File: src/rtl/serdesphy_pcs_tx_lane_v2_if.sv
// Word-side write handshake and serial-side output bundle of the PCS TX lane.
interface serdesphy_pcs_tx_lane_v2_if #(
  parameter int DATA_W = 4
);
  logic [DATA_W-1:0] tx_data;
  logic              tx_valid;
  logic              tx_ready;
  logic              tx_serial_data;
  logic              tx_serial_valid;
  logic              tx_idle_pattern;

  modport master (
    output tx_data, tx_valid,
    input  tx_ready, tx_serial_data, tx_serial_valid, tx_idle_pattern
  );

  modport slave (
    input  tx_data, tx_valid,
    output tx_ready, tx_serial_data, tx_serial_valid, tx_idle_pattern
  );
endinterface

File: src/rtl/serdesphy_pcs_tx_lane_v2.sv
// PCS transmit lane: word FIFO, FIFO/PRBS/idle source selection on word
// boundaries, LSB-first serialiser and sticky FIFO status.
module serdesphy_pcs_tx_lane_v2 #(
  parameter int                DATA_W     = 4,
  parameter int                FIFO_DEPTH = 8,
  parameter logic [DATA_W-1:0] IDLE_WORD  = DATA_W'(4'b1010),
  parameter int                LVL_W      = $clog2(FIFO_DEPTH + 1)
) (
  input  logic                 clk,
  input  logic                 rst,
  input  logic                 tx_en,
  input  logic                 tx_fifo_en,
  input  logic                 tx_prbs_en,
  input  logic                 tx_idle,
  input  logic                 tx_data_sel,
  input  logic                 prbs_sel,
  input  logic                 sticky_clr,
  serdesphy_pcs_tx_lane_v2_if.slave bus,
  output logic                 tx_fifo_full,
  output logic                 tx_fifo_empty,
  output logic                 tx_overflow,
  output logic                 tx_underflow,
  output logic                 tx_active,
  output logic [LVL_W-1:0]     fifo_level
);

  localparam int               PTR_W    = $clog2(FIFO_DEPTH);
  localparam int               CNT_W    = $clog2(DATA_W);
  localparam logic [CNT_W-1:0] LAST_BIT = CNT_W'(DATA_W - 1);
  localparam logic [LVL_W-1:0] FULL_LVL = LVL_W'(FIFO_DEPTH);

  typedef enum logic [1:0] {
    ST_OFF,
    ST_IDLE,
    ST_DATA,
    ST_PRBS
  } state_t;

  state_t            state_q, state_d;
  logic [CNT_W-1:0]  bit_cnt_q, bit_cnt_d;
  logic [DATA_W-1:0] shreg_q, shreg_d;
  logic [6:0]        lfsr7_q, lfsr7_d;
  logic [14:0]       lfsr15_q, lfsr15_d;
  logic              prbs15_q, prbs15_d;
  logic              ser_data_q, ser_data_d;
  logic              ser_valid_q, ser_valid_d;
  logic              idle_pat_q, idle_pat_d;

  logic [DATA_W-1:0] mem [FIFO_DEPTH];
  logic [PTR_W-1:0]  wr_ptr_q, rd_ptr_q;
  logic [LVL_W-1:0]  level_q;
  logic              ovf_q, unf_q;

  logic              boundary, word_load, data_load;
  logic              fifo_full, fifo_empty;
  logic              push, pop, ovf_evt, unf_evt;
  logic              prbs_entry, use15, prbs_bit;
  logic [6:0]        lfsr7_src;
  logic [14:0]       lfsr15_src;
  logic [DATA_W-1:0] load_word;

  assign fifo_full  = (level_q == FULL_LVL);
  assign fifo_empty = (level_q == '0);

  // OFF has no word in flight, so every OFF cycle is a boundary.
  assign boundary = (state_q == ST_OFF) || (bit_cnt_q == LAST_BIT);

  // NOTE: every always_comb output gets a default first so that no path
  // leaves it unassigned and infers a latch.
  always_comb begin
    state_d = state_q;
    if (!tx_en) begin
      state_d = ST_OFF;
    end else if (boundary) begin
      if (tx_idle)                        state_d = ST_IDLE;
      else if (tx_data_sel && tx_prbs_en) state_d = ST_PRBS;
      else if (tx_fifo_en)                state_d = ST_DATA;
      else                                state_d = ST_IDLE;
    end
  end

  assign word_load = boundary && tx_en;
  assign data_load = word_load && (state_d == ST_DATA);
  assign pop       = data_load && !fifo_empty;
  assign unf_evt   = data_load && fifo_empty;
  assign push      = bus.tx_valid && tx_fifo_en && (!fifo_full || pop);
  assign ovf_evt   = bus.tx_valid && tx_fifo_en && fifo_full && !pop;

  assign load_word = pop ? mem[rd_ptr_q] : IDLE_WORD;

  // Entry into PRBS re-seeds and latches the polynomial choice for the run.
  assign prbs_entry = (state_d == ST_PRBS) && (state_q != ST_PRBS);
  assign use15      = prbs_entry ? prbs_sel : prbs15_q;
  assign lfsr7_src  = prbs_entry ? '1 : lfsr7_q;
  assign lfsr15_src = prbs_entry ? '1 : lfsr15_q;
  assign prbs_bit   = use15 ? (lfsr15_src[14] ^ lfsr15_src[13])
                            : (lfsr7_src[6] ^ lfsr7_src[5]);

  always_comb begin
    bit_cnt_d   = bit_cnt_q;
    shreg_d     = shreg_q;
    lfsr7_d     = lfsr7_q;
    lfsr15_d    = lfsr15_q;
    prbs15_d    = prbs15_q;
    ser_data_d  = 1'b0;
    ser_valid_d = 1'b0;
    idle_pat_d  = 1'b0;
    if (state_d == ST_OFF) begin
      bit_cnt_d = '0;
      shreg_d   = '0;
    end else begin
      ser_valid_d = 1'b1;
      bit_cnt_d   = word_load ? '0 : bit_cnt_q + 1'b1;
      if (state_d == ST_PRBS) begin
        ser_data_d = prbs_bit;
        prbs15_d   = use15;
        lfsr7_d    = lfsr7_src;
        lfsr15_d   = lfsr15_src;
        if (use15) lfsr15_d = {lfsr15_src[13:0], prbs_bit};
        else       lfsr7_d  = {lfsr7_src[5:0], prbs_bit};
        if (word_load) shreg_d = '0;
      end else if (word_load) begin
        // First bit of the new word goes out on the same edge it is loaded.
        shreg_d    = load_word;
        ser_data_d = load_word[0];
        idle_pat_d = (state_d == ST_IDLE) || unf_evt;
      end else begin
        ser_data_d = shreg_q[bit_cnt_d];
        idle_pat_d = idle_pat_q;
      end
    end
  end

  // NOTE: sequential state uses non-blocking assignments so every register
  // samples pre-edge values regardless of statement order.
  always_ff @(posedge clk) begin
    if (rst) begin
      state_q     <= ST_OFF;
      bit_cnt_q   <= '0;
      shreg_q     <= '0;
      lfsr7_q     <= '1;
      lfsr15_q    <= '1;
      prbs15_q    <= 1'b0;
      ser_data_q  <= 1'b0;
      ser_valid_q <= 1'b0;
      idle_pat_q  <= 1'b0;
    end else begin
      state_q     <= state_d;
      bit_cnt_q   <= bit_cnt_d;
      shreg_q     <= shreg_d;
      lfsr7_q     <= lfsr7_d;
      lfsr15_q    <= lfsr15_d;
      prbs15_q    <= prbs15_d;
      ser_data_q  <= ser_data_d;
      ser_valid_q <= ser_valid_d;
      idle_pat_q  <= idle_pat_d;
    end
  end

  // NOTE: the FIFO storage has no reset; the level/pointers alone decide
  // which entries are meaningful.
  always_ff @(posedge clk) begin
    if (push) mem[wr_ptr_q] <= bus.tx_data;
  end

  always_ff @(posedge clk) begin
    if (rst || !tx_fifo_en) begin
      wr_ptr_q <= '0;
      rd_ptr_q <= '0;
      level_q  <= '0;
    end else begin
      if (push) wr_ptr_q <= wr_ptr_q + 1'b1;
      if (pop)  rd_ptr_q <= rd_ptr_q + 1'b1;
      if (push && !pop)      level_q <= level_q + 1'b1;
      else if (pop && !push) level_q <= level_q - 1'b1;
    end
  end

  // A set event outranks a clear in the same cycle.
  always_ff @(posedge clk) begin
    if (rst) begin
      ovf_q <= 1'b0;
      unf_q <= 1'b0;
    end else begin
      ovf_q <= ovf_evt || (ovf_q && !sticky_clr);
      unf_q <= unf_evt || (unf_q && !sticky_clr);
    end
  end

  assign bus.tx_ready        = !fifo_full;
  assign bus.tx_serial_data  = ser_data_q;
  assign bus.tx_serial_valid = ser_valid_q;
  assign bus.tx_idle_pattern = idle_pat_q;
  assign tx_fifo_full        = fifo_full;
  assign tx_fifo_empty       = fifo_empty;
  assign tx_overflow         = ovf_q;
  assign tx_underflow        = unf_q;
  assign tx_active           = (state_q == ST_DATA) || (state_q == ST_PRBS);
  assign fifo_level          = level_q;

endmodule

File: src/flat_wrapper.sv
// flat-port wrapper written by rule: the top's interface ports become plain ports
module serdesphy_pcs_tx_lane_v2_flat 
#(
  parameter int                DATA_W     = 4,
  parameter int                FIFO_DEPTH = 8,
  parameter logic [DATA_W-1:0] IDLE_WORD  = DATA_W'(4'b1010),
  parameter int                LVL_W      = $clog2(FIFO_DEPTH + 1)
)
  (clk, rst, tx_en, tx_fifo_en, tx_prbs_en, tx_idle, tx_data_sel, prbs_sel, sticky_clr, tx_fifo_full, tx_fifo_empty, tx_overflow, tx_underflow, tx_active, fifo_level, bus_tx_data, bus_tx_valid, bus_tx_ready, bus_tx_serial_data, bus_tx_serial_valid, bus_tx_idle_pattern);
  serdesphy_pcs_tx_lane_v2_if #(.DATA_W(DATA_W)) bus_i ();
  input  logic clk;
  input  logic rst;
  input  logic tx_en;
  input  logic tx_fifo_en;
  input  logic tx_prbs_en;
  input  logic tx_idle;
  input  logic tx_data_sel;
  input  logic prbs_sel;
  input  logic sticky_clr;
  output logic tx_fifo_full;
  output logic tx_fifo_empty;
  output logic tx_overflow;
  output logic tx_underflow;
  output logic tx_active;
  output logic [LVL_W-1:0] fifo_level;
  input wire logic [$bits(bus_i.tx_data)-1:0] bus_tx_data;
  input wire logic [$bits(bus_i.tx_valid)-1:0] bus_tx_valid;
  output wire logic [$bits(bus_i.tx_ready)-1:0] bus_tx_ready;
  output wire logic [$bits(bus_i.tx_serial_data)-1:0] bus_tx_serial_data;
  output wire logic [$bits(bus_i.tx_serial_valid)-1:0] bus_tx_serial_valid;
  output wire logic [$bits(bus_i.tx_idle_pattern)-1:0] bus_tx_idle_pattern;
  assign bus_i.tx_data = bus_tx_data;
  assign bus_i.tx_valid = bus_tx_valid;
  assign bus_tx_ready = bus_i.tx_ready;
  assign bus_tx_serial_data = bus_i.tx_serial_data;
  assign bus_tx_serial_valid = bus_i.tx_serial_valid;
  assign bus_tx_idle_pattern = bus_i.tx_idle_pattern;
  serdesphy_pcs_tx_lane_v2 #(.DATA_W(DATA_W), .FIFO_DEPTH(FIFO_DEPTH), .IDLE_WORD(IDLE_WORD), .LVL_W(LVL_W)) u_core (.clk(clk), .rst(rst), .tx_en(tx_en), .tx_fifo_en(tx_fifo_en), .tx_prbs_en(tx_prbs_en), .tx_idle(tx_idle), .tx_data_sel(tx_data_sel), .prbs_sel(prbs_sel), .sticky_clr(sticky_clr), .bus(bus_i), .tx_fifo_full(tx_fifo_full), .tx_fifo_empty(tx_fifo_empty), .tx_overflow(tx_overflow), .tx_underflow(tx_underflow), .tx_active(tx_active), .fifo_level(fifo_level));
endmodule
File: config.mk
export PLATFORM = sky130hd
export DESIGN_NAME = serdesphy_pcs_tx_lane_v2_flat
export DESIGN_NICKNAME = d
export VERILOG_FILES = /design/src/rtl/serdesphy_pcs_tx_lane_v2_if.sv /design/src/rtl/serdesphy_pcs_tx_lane_v2.sv /design/src/flat_wrapper.sv
export SDC_FILE = /design/constraint.sdc
export NUM_CORES = 1
export LEC_CHECK = 0
export ABC_AREA = 1
export CAP_MARGIN = 15
export CORE_ASPECT_RATIO = 0.75
export CORE_MARGIN = 10
export CORE_UTILIZATION = 50
export CTS_CLUSTER_SIZE = 40
export DETAILED_ROUTE_END_ITERATION = 10
export MAX_ROUTING_LAYER = met4
export PLACE_DENSITY_LB_ADDON = 0.2
export SLEW_MARGIN = 10
export SYNTH_ARGS = -nofsm -noshare
export SYNTH_HDL_FRONTEND = slang
export SYNTH_SLANG_ARGS = --single-unit
File: constraint.sdc
create_clock -name clk -period 5.4 [get_ports clk]
set_clock_uncertainty 0.15 [all_clocks]
set_input_delay 0.54 -clock clk [delete_from_list [all_inputs] [get_ports clk]]
set_output_delay 0.54 -clock clk [all_outputs]
set_load 0.05 [all_outputs]
==> impl_metrics.py <==
metrics = {
    "floorplan": {
        "core_sq_um": 7300,
        "die_h_microns": 94.9,
        "initial_core_util_pct": 51.3,
        "die_x_microns": 120,
        "pin_count": 27,
        "fp.dieArea_sq_um": 11400,
        "fp-row-count": 27,
    },
    "cells_and_area": {
        "fill_cells": 671,
        "syn2layout_area_growth_pct": 14.3,
        "drive_above_1_share_pct": 6.92,
        "diodes": 0,
        "fin_area_sq_um": 4270,
        "fin_nets": 507,
        "postLayoutCoreUtil_pct": 58.6,
    },
    "clocking": {
        "cts_tree": "built",
        "cts-buffers-inserted": 9,
        "insertion_delay_ns": 0.36,
        "cts_sinks": 81,
        "clk_pin_slew_ns": 0.09,
        "cts_resized": 0,
        "cts_max_level": 3,
        "cts-hold-fix-buffers": 0,
        "post-cts-setup-buffers": 0,
        "cts-root-buf": "clkbuf_8",
        "cts_buffer_depth": 2,
    },
    "sta": {
        "post-route-period-util_pct": 56.4,
        "slew_headroom_pct": 49.0,
        "fmax_mhz": 329,
        "slew_viol_final": 0,
        "rsz0062_at_grt": "false",
        "tightest_slew_ns": 0.765,
        "setup_viol_count_final": 0,
        "worst_slack_ns": 2.36,
        "layout_min_cycle_time_ns": 3.04,
        "fin_setup_tns_ns": 0,
        "finalHoldViolations": 0,
    },
    "global_routing": {
        "grt_usage_pct": 14.5,
        "grt-ovfl-total": 0,
        "antenna_found_initial": 0,
        "grt_pass1_wl_microns": 13000,
        "grt_pass1_vias": 2669,
        "grt_max_degree": 30,
    },
    "power": {
        "power_mw": 1.33,
        "leakagePower_nw": 1.79,
        "seqPwrFrac_pct": 50.3,
        "ir_drop_uv": 191,
        "power_switching_mw": 0.354,
        "p_int_mw": 0.974,
        "power.density_nw_per_um2": 311,
        "combPwrFrac_pct": 12.3,
        "p_clk_share_pct": 37.4,
        "swShare_pct": 26.7,
    },
    "detailed_routing": {
        "drtAntennaViolNets": 0,
        "vias": 2964,
        "drt-wirelength-per-cell_microns": 13.2,
        "drt_iter0_drc": 208,
        "routed_wl_microns": 7790,
        "firstDrtPassIters": 4,
        "avgViaCountPerCell": 5.01,
        "drc_errors": 0,
    },
    "worst_setup_path": {
        "arrival_ns": 3.14,
        "cp.required_ns": 5.50,
        "cp-start-kind": "primary input",
        "crit_fanout": 9,
        "endpoint_kind": "flop",
        "critPathKind": "in2reg",
    },
    "logic_synthesis": {
        "yosysTopAreaCell": "dfxtp_1",
        "synth.area.top_cells": "dfxtp_1, edfxtp_1, nand2_1",
        "seq_area_frac_synth_pct": 51.9,
        "synthFlopType": "dfxtp_1",
        "synth_edf_count": 32,
        "synthTopCellsByCount": "nand2_1, inv_1, dfxtp_1",
        "ys_ff_latch": 81,
        "synth_nets": 486,
        "yosysWarnings": 0,
        "synth.distinct_cells": 31,
        "synth.top_cell.area_share_pct": 26.2,
        "synth_area_per_cell_sq_um": 8.04,
        "syn_inst": 465,
        "syn-cell-area_sq_um": 3740,
        "yosysMostFrequentCell": "nand2_1",
        "postSynth.asyncResetShare_pct": 0,
    },
    "run_status": {
        "status": "finished, final reports clean",
    },
    "min_path": {
        "hp-class": "reg2reg",
    },
    "place": {
        "gp_congestion": 0.805,
        "placedInstanceArea_sq_um": 4050,
        "post-place-ws_ns": 2.00,
        "dp_hpwl_microns": 5450,
        "io_buffers": 26,
    },
    "flow_run": {
        "max-cap-violations": 0,
    },
}
==> state kept, by name, summed over array words and instances, names as in the netlist, named ones only <==
signal,count
u_core.bit_cnt_q,2
u_core.bus.tx_idle_pattern,1
u_core.bus.tx_serial_data,1
u_core.bus.tx_serial_valid,1
u_core.fifo_level,4
u_core.lfsr15_q,15
u_core.lfsr7_q,7
u_core.mem,32
u_core.prbs15_q,1
u_core.rd_ptr_q,3
u_core.shreg_q,4
u_core.state_q,2
u_core.tx_overflow,1
u_core.tx_underflow,1
u_core.wr_ptr_q,3
==> kinds of logic (layout without fill, tap and decap cells) <==
group | Yosys count | after routing | synth area share (%)
compound gates | 108 | 108 | 15.3
flops | 81 | 81 | 51.9
xor+xnor | 2 | 2 | 0.468
buf+inv | 78 | 104 | 8.50
fa+ha+maj | 7 | 7 | 2.54
simple gates | 188 | 188 | 21.0
mux | 1 | 1 | 0.268
==> per-stage QoR <==
stage	cells	hold WS (ns)
after global routing	592	0.337
after global placement	576	0.300
after detailed placement	576	0.308
after CTS	592	0.319
after floorplan	465	0.286
final	592	0.315
==> worst paths after layout <==
kind / startpoint / endpoint / slack [ns] / depth (start not counted)
setup reg to reg: u_core.bit_cnt_q[0] / u_core.fifo_level[3] / 2.42 / 20
setup / recovery: tx_en / u_core.fifo_level[3] / 2.36 / 18
hold / removal: u_core.tx_overflow / u_core.tx_overflow / 0.31 / 2
hold reg to reg: u_core.tx_overflow / u_core.tx_overflow / 0.31 / 2
==> power groups by stage <==
stage / clock, mW / combinational, mW / sequential, mW
after global routing: 0.527 / 0.184 / 0.671
after global placement: 0 / 0.161 / 0.681
final: 0.496 / 0.163 / 0.668
after floorplan: 0 / 0.107 / 0.690
after CTS: 0.506 / 0.164 / 0.668
after detailed placement: 0 / 0.163 / 0.682
==> cell usage in the layout, fill, tap and decap left out, types with 2 or more instances in the layout <==
cell type / n
nand2_1: 102
inv_1: 59
dfxtp_1: 49
nor2_1: 48
a21oi_1: 43
o21ai_0: 37
edfxtp_1: 32
clkdlybuf4s50_1: 26
nand3_1: 21
o21ai_1: 19
nor2_2: 9
clkbuf_8: 9
ha_1: 6
o22ai_1: 4
nand3b_1: 2
nand3_2: 2
nor3_1: 2
xor2_1: 2
inv_6: 2
bufinv_16: 2
buf_4: 2
==> metal layers <==
layer | global-route usage, % | vias up | part of all wire [%]
met5 | - | - | 0
met4 | 3.91 | 0 | 1.2
met3 | 4.47 | 7 | 6.5
met2 | 19.3 | 74 | 40
met1 | 20.4 | 1323 | 52
li1 | - | 1560 | -
==> critical path, cell delays in order <==
cell             delay, ns
clkdlybuf4s50_1       0.60
nand2_2               0.17
inv_1                 0.18
nand2_1               0.09
nand2_1               0.06
nand2_1               0.12
inv_1                 0.10
ha_1                  0.19
inv_1                 0.10
ha_1                  0.29
nand2_1               0.07
nand2_1               0.05
a21oi_1               0.17
nor2_1                0.06
nor2_1                0.08
nand2_1               0.07
o21ai_0               0.16
a21oi_1               0.06
==> area by class of cell <==
class	instances	area [sq um]	share of cell area (%)
flip-flops and latches	81	1940	45.4
multi-input cells	306	1480	34.6
repair buffers	28	275	6.44
inverters	60	225	5.27
well taps	101	126	2.96
clock buffers	9	124	2.90
clock inverters	7	101	2.37
(Power assumes the default switching activity.)
